## src/rtl/s27_frame_ctrl.sv

```systemverilog
`default_nettype none
// ----------------------------------------------------------------------------
// s27_frame_ctrl: owns the s27 state register and steps the core frame by frame
// Rev 1.0
// ----------------------------------------------------------------------------
module s27_frame_ctrl #(
  parameter int NFRAMES_W = 8,
  parameter int TRACE_W   = 16
) (
  input  logic                 CK,
  input  logic                 RN,
  input  logic                 START,
  input  logic                 ABORT,
  input  logic [2:0]           INIT_STATE,
  input  logic [NFRAMES_W-1:0] NUM_FRAMES,
  input  logic                 VEC_VALID,
  input  logic [3:0]           VEC_DATA,
  output logic                 VEC_READY,
  output logic [3:0]           CORE_G,
  output logic [2:0]           CORE_Q,
  input  logic [2:0]           CORE_D,
  input  logic                 CORE_G17,
  output logic                 BUSY,
  output logic                 DONE,
  output logic [2:0]           FINAL_STATE,
  output logic [NFRAMES_W-1:0] FRAME_CNT,
  output logic [TRACE_W-1:0]   TRACE
);

  typedef enum logic [1:0] {
    IDLE   = 2'd0,
    RUN    = 2'd1,
    EVAL   = 2'd2,
    FINISH = 2'd3
  } fsm_t;

  fsm_t                 state;
  fsm_t                 state_nxt;
  logic [2:0]           state_reg;
  logic [3:0]           g_reg;
  logic [NFRAMES_W-1:0] num_reg;
  logic [NFRAMES_W-1:0] frame_cnt;
  logic [NFRAMES_W-1:0] frame_inc;
  logic [TRACE_W-1:0]   trace;
  logic                 vec_fire;

  assign frame_inc = frame_cnt + {{(NFRAMES_W-1){1'b0}}, 1'b1};
  assign vec_fire  = VEC_VALID && VEC_READY;

  always_ff @(posedge CK or negedge RN) begin
    if (!RN) begin
      state <= IDLE;
    end else begin
      state <= state_nxt;
    end
  end

  // ABORT masks VEC_READY so an aborted cycle never consumes a vector.
  always_comb begin
    state_nxt = state;
    VEC_READY = 1'b0;
    BUSY      = 1'b0;
    DONE      = 1'b0;
    case (state)
      IDLE: begin
        if (START) begin
          state_nxt = (NUM_FRAMES == '0) ? FINISH : RUN;
        end
      end
      RUN: begin
        BUSY      = 1'b1;
        VEC_READY = !ABORT;
        if (ABORT) begin
          state_nxt = IDLE;
        end else if (VEC_VALID) begin
          state_nxt = EVAL;
        end
      end
      EVAL: begin
        BUSY = 1'b1;
        if (ABORT) begin
          state_nxt = IDLE;
        end else if (frame_inc == num_reg) begin
          state_nxt = FINISH;
        end else begin
          state_nxt = RUN;
        end
      end
      FINISH: begin
        BUSY      = 1'b1;
        DONE      = 1'b1;
        state_nxt = IDLE;
      end
      default: begin
        state_nxt = IDLE;
      end
    endcase
  end

  always_ff @(posedge CK or negedge RN) begin
    if (!RN) begin
      state_reg <= 3'b000;
      g_reg     <= 4'b0000;
      num_reg   <= '0;
      frame_cnt <= '0;
      trace     <= '0;
    end else begin
      case (state)
        IDLE: begin
          if (START) begin
            num_reg   <= NUM_FRAMES;
            state_reg <= INIT_STATE;
            frame_cnt <= '0;
            trace     <= '0;
          end
        end
        RUN: begin
          if (vec_fire) begin
            g_reg <= VEC_DATA;
          end
        end
        EVAL: begin
          // The core has had a full cycle to settle on g_reg/state_reg.
          if (!ABORT) begin
            state_reg <= CORE_D;
            trace     <= {trace[TRACE_W-2:0], CORE_G17};
            frame_cnt <= frame_inc;
          end
        end
        default: begin
        end
      endcase
    end
  end

  assign CORE_G      = g_reg;
  assign CORE_Q      = state_reg;
  assign FINAL_STATE = state_reg;
  assign FRAME_CNT   = frame_cnt;
  assign TRACE       = trace;

endmodule
`default_nettype wire

```

## config.mk

```make
export PLATFORM = sky130hd
export DESIGN_NAME = s27_frame_ctrl
export DESIGN_NICKNAME = d
export VERILOG_FILES = /design/src/rtl/s27_frame_ctrl.sv
export SDC_FILE = /design/constraint.sdc
export NUM_CORES = 1
export LEC_CHECK = 0
export CAP_MARGIN = 40
export CORE_ASPECT_RATIO = 1.1
export CORE_MARGIN = 3
export CORE_UTILIZATION = 25
export CTS_BUF_LIST = sky130_fd_sc_hd__clkbuf_16
export DETAILED_ROUTE_END_ITERATION = 12
export GPL_TIMING_DRIVEN = 0
export SLEW_MARGIN = 25
export SYNTH_ARGS = -nofsm -noshare
export SYNTH_HDL_FRONTEND = slang
export SYNTH_SLANG_ARGS = --single-unit
```

## constraint.sdc

```tcl
create_clock -name CK -period 1.79 [get_ports CK]
set_input_delay 0.2685 -clock CK [delete_from_list [all_inputs] [get_ports CK]]
set_output_delay 0.2685 -clock CK [all_outputs]
set_load 0.05 [all_outputs]
```

* Yosys cells after proc, flatten, opt, wreduce, memory -nomap -nowiden
Index checks and enable logic that the tools add are counted.
** Word-level totals
- Input port bits :: 24
- Register bits :: 41
** Operators by class
- $add $sub $neg :: 1
- Eq/ne operators :: 7
- Reduce and logical (&&, ||, !) cells :: 10
- Multiplexer cells :: 19
** Operators by type and width (count)
- $mux W16 :: 2
- $pmux W16 S2 :: 1
- $mux W8 :: 2
- $pmux W8 S2 :: 1
- $mux W2 :: 6
- $add A8 B1 Y8 const B :: 1
- $eq A8 B8 Y1 :: 1
- $logic_not A8 Y1 :: 1
- $pmux W2 S4 :: 1
- $mux W3 :: 2
- $pmux W3 S2 :: 1
- $reduce_and A2 Y1 :: 3
- $eq A2 B2 Y1 const B :: 2
- $ne A2 B2 Y1 const B :: 2
- $mux W1 :: 3
- $ne A3 B3 Y1 const B :: 1
- $reduce_and A3 Y1 :: 1
- $reduce_or A3 Y1 :: 1
- $eq A2 B1 Y1 const B :: 1
- $logic_not A2 Y1 :: 1
- $reduce_bool A2 Y1 :: 1
- $logic_and A1 B1 Y1 :: 1
- $logic_not A1 Y1 :: 1

* Longest topological paths before layout
- Depth in word-level cells :: 5
- Depth in mapped cells :: 7
- Gate-level depth less buffers :: 6

* Worst setup path before layout
No wires, ideal clock.
- Path kind :: register -> register
- Start :: register state[0]
- End :: register g_reg[0], in the netlist CORE_G[0]
- Setup time :: 125 ps
- Required time :: 1665 ps
- Slack :: -646 ps
- Data arrival time :: 2311 ps
- Cell stages (with the launch flop) :: 5
- Period minus slack after synthesis :: 2436 ps
- Cells stage by stage :: dfrtp_1 > nor3b_1 > and2_1 > buf_2 > mux2_2
** On the way
- Word-level cells in the longest chain between the ends :: 4
** Ends and longest elaborated chain
- start: declaration :: RTL line 37 : fsm_t state;
- start signal: assignment :: RTL line 54 : state <= state_nxt;
- $eq A2 B1 Y1 :: RTL line 64 : case (state)
- $mux W1 :: RTL line 64
- net VEC_READY :: RTL line 18 : output logic VEC_READY,
- $logic_and A1 B1 Y1 :: RTL line 48 : assign vec_fire = VEC_VALID && VEC_READY;
- $reduce_and A2 Y1 (no line)
- end signal: assignment :: RTL line 103 : g_reg <= 4'b0000;
- end signal: assignment :: RTL line 119 : g_reg <= VEC_DATA;
- end: declaration :: RTL line 40 : logic [3:0] g_reg;
The timed path passes the listed nets, and every way through them passes these cells.
A chain may end at the register's enable or synchronous reset.

* Worst setup path in the final report
- Start :: register trace[8], in the netlist TRACE[8]
- End :: output TRACE[8]
** RTL lines
- start: declaration :: RTL line 44 : logic [TRACE_W-1:0] trace;
- start signal: assignment :: RTL line 126 : trace <= {trace[TRACE_W-2:0], CORE_G17};
- end: declaration :: RTL line 27 : output logic [TRACE_W-1:0] TRACE
No word-level cell between the ends.

==> results.sh <==
export IMPL_outcome="complete, no violations"
export IMPL_p_sw_mw=0.919
export IMPL_synthDominantCellAreaShare_pct=52.6
export IMPL_syn_cell_area_mm2=0.00195
export IMPL_switching_share_pct=32.9
export IMPL_hold_path_startpoint="TRACE[15]"
export IMPL_cp_arrival_ps=1470
export IMPL_p_total_mw=2.79
export IMPL_tns_ps=0
export IMPL_worstPathMaxFanout=3
export IMPL_clock_power_share_pct=30.2
export IMPL_cts_sinks=41
export IMPL_cts_tree="yes"
export IMPL_worstRegToRegCells=6
export IMPL_ios=61
export IMPL_synth_most_common_cell="dfrtp_1"
export IMPL_layout_setup_ws_ps=47.4
export IMPL_synth_edff_count=0
export IMPL_setup_violations=0
export IMPL_drive_gt1_share_pct=18.3
export IMPL_grt_pass1_wl_um=8200
export IMPL_die_area_mm2=0.00890
export IMPL_synth_area_leaders="dfrtp_1 (53%), mux2_2 (6.9%), nand2_1 (6.5%), o21ai_0 (4.6%), xnor2_1 (3.6%)"
export IMPL_drv_cap=0
export IMPL_insertion_delay_ps=270
export IMPL_rr_endpoint="state[1]"
export IMPL_std_cell_rows=33
export IMPL_antenna_left=0
export IMPL_yosys_top_cells_count="dfrtp_1 (41), nand2_1 (34), o21ai_0 (18)"
export IMPL_gp_congestion=0.777
export IMPL_crit_path_top_delay_cell="clkdlybuf4s50_1"
export IMPL_clockBufferDepth=2
export IMPL_synth_top_area_cell="dfrtp_1"
export IMPL_largest_register_ffs=16
export IMPL_port_buffers=60
export IMPL_dieHeight_um=98.7
export IMPL_power_density_mw_per_mm2=974
export IMPL_final_util_pct=38.2
export IMPL_vdd_drop_max_uv=346
export IMPL_seq_power_share_pct=39.8
export IMPL_hold_path_class="reg -> reg"
export IMPL_r2r_start="FRAME_CNT[0]"
export IMPL_dr_total_vias=1582
export IMPL_start_util_pct=26.0
export IMPL_via_per_inst=4.43
export IMPL_crit_buf_inv=1
export IMPL_routed_wl_um=4830
export IMPL_pre_cts_slack_ps=-319
export IMPL_dpl_hpwl_um=3580
export IMPL_slew_violations=0
export IMPL_hold_end="TRACE[15]"
export IMPL_synth_nets=207
export IMPL_yosysWarnings=0
export IMPL_track_usage_pct=11.3
export IMPL_wl_per_cell_um=13.5
export IMPL_syn2layout_area_growth_pct=46.9
export IMPL_ff2ff_setup_slack_ps=170
export IMPL_wl_met2_um=2310
export IMPL_crit_type="reg -> out"
export IMPL_hold_viol_final=0
export IMPL_syn_inst=182
export IMPL_fin_crit_ps=1740
export IMPL_critPathCaptureType="output pin"
export IMPL_grt_pass1_vias=1607
export IMPL_cts_clk_slew_worst_paths_ps=60
export IMPL_htreeDepth=2
export IMPL_grt_max_degree=22
export IMPL_cp_required_ps=1520
export IMPL_place_area_mm2=0.00272
export IMPL_drtIter0Drc=62
export IMPL_core_area_mm2=0.00751
export IMPL_synth_area_per_cell_um2=10.7
export IMPL_synthDistinctLibCells=40
export IMPL_post_route_period_util_pct=97.4
export IMPL_grt_overflow=0
export IMPL_crit_chain="clkdlybuf4s50_1"
export IMPL_ys_seq_elements=41
export IMPL_p_comb_share_pct=30.0
export IMPL_n_antenna_cell=0
export IMPL_dr_wl_met3_um=204
export IMPL_clockRootBuffer="clkbuf_16"
export IMPL_whs_path_depth=2
export IMPL_async_flop_share_pct=100
export IMPL_slew_headroom_pct=63.0
export IMPL_worst_pin_slew_ps=555
export IMPL_highest_layer="met4"
export IMPL_synth_ff_type="dfrtp_1"
export IMPL_cts_buffers=5
export IMPL_die_x_um=90.2
export IMPL_fmax_mhz=574
export IMPL_ys_seq_area_share_pct=52.6
export IMPL_drtPass1Iterations=4
export IMPL_rsz0062_at_grt="false"
export IMPL_drc=0
export IMPL_met1_length_um=2260
export IMPL_max_stage_delay_ps=820
export IMPL_final_nets=276
export IMPL_p_leak_nw=1.25
export IMPL_final_cell_area_mm2=0.00287
export IMPL_antenna_found_initial=0
export IMPL_skew_ps=3.82
export IMPL_p_int_mw=1.87
export IMPL_cp_start_kind="flop"
export IMPL_crit_family="buffers and inverters"
-- cells in the final DEF (no fill, tap or decap), drive strengths merged, types with 4 or more instances in the layout --
| cell | netlist | final |
|---|---|---|
| a22o | 5 | 5 |
| mux2i | 4 | 4 |
| xnor2 | 8 | 8 |
| nor2 | 8 | 8 |
| clkbuf | 1 | 6 |
| buf | 11 | 13 |
| dlygate4sd2 | 0 | 10 |
| clkdlybuf4s50 | 0 | 44 |
| nand2 | 34 | 34 |
| dfrtp | 41 | 41 |
| inv | 2 | 5 |
| o21ai | 25 | 25 |
| mux2 | 12 | 12 |
-- layer usage --
layer | up-vias | global-route usage [%]
li1 | 766 | -
met1 | 776 | 14.9
met2 | 36 | 18.2
met3 | 4 | 2.98
met4 | 0 | 3.53
met5 | - | 0
-- cell type report --
cell class / count / area, µm²
buffer: 12 / 81.3
clock buffer: 5 / 125
clock inverter: 3 / 11.3
fill: 773 / 4650
inverter: 2 / 7.51
multi-input combinational: 127 / 852
sequential: 41 / 1030
tap: 105 / 131
timing repair buffer: 62 / 631
-- how the worst max path moves through the flow --
stage | end | startpoint | depth (start not counted)
finish | TRACE[8] | TRACE[8] | 1
global route | TRACE[5] | TRACE[5] | 1
CTS | FRAME_CNT[7] | FRAME_CNT[7] | 1
detailed placement | VEC_READY | ABORT | 3
global placement | FRAME_CNT[0] | RN | 1
floorplan | state[1] | FRAME_CNT[2] | 5
-- worst reg2reg max path, delay by kind of cell (launching register included) --
family / cells / cell delay [ps]
simple gates: 3 / 510
flops: 1 / 430
compound gates: 1 / 170
xor+xnor: 1 / 200
fa+ha+maj: 1 / 230
-- metrics by stage --
stage | cells | hold slack (ps)
2_1_floorplan | 182 | -27.1
3_3_place_gp | 347 | 470
3_5_place_dp | 348 | 290
4_1_cts | 357 | 492
5_1_grt | 357 | 517
6_report | 357 | 487
-- cell families after synthesis --
logic type,share of synthesized area (%)
flip-flops,52.6
buffers and inverters,4.55
AND/OR/NAND/NOR,16.3
adder cells (fa/ha/maj),0.641
XOR/XNOR,4.49
multiplexers,8.97
AO/OA/AOI/OAI,12.5
-- what timing repair did --
action                                 CTS  global route
hold buffers                             1             0
buffers inserted                         0             0
pin swaps                                0             0
gates resized for setup                 16             5
endpoints found under the hold margin   20             0
setup endpoints to repair               12             4
-- power by group through the flow --
stage | clock network [mW] | logic [mW] | registers (mW)
after floorplan | 0 | 0.378 | 1.31
after global placement | 0 | 0.846 | 1.13
after detailed placement | 0 | 0.862 | 1.13
after CTS | 0.873 | 0.848 | 1.11
after global routing | 0.912 | 0.889 | 1.13
final | 0.843 | 0.838 | 1.11
Power figures use the tool's default switching activity.
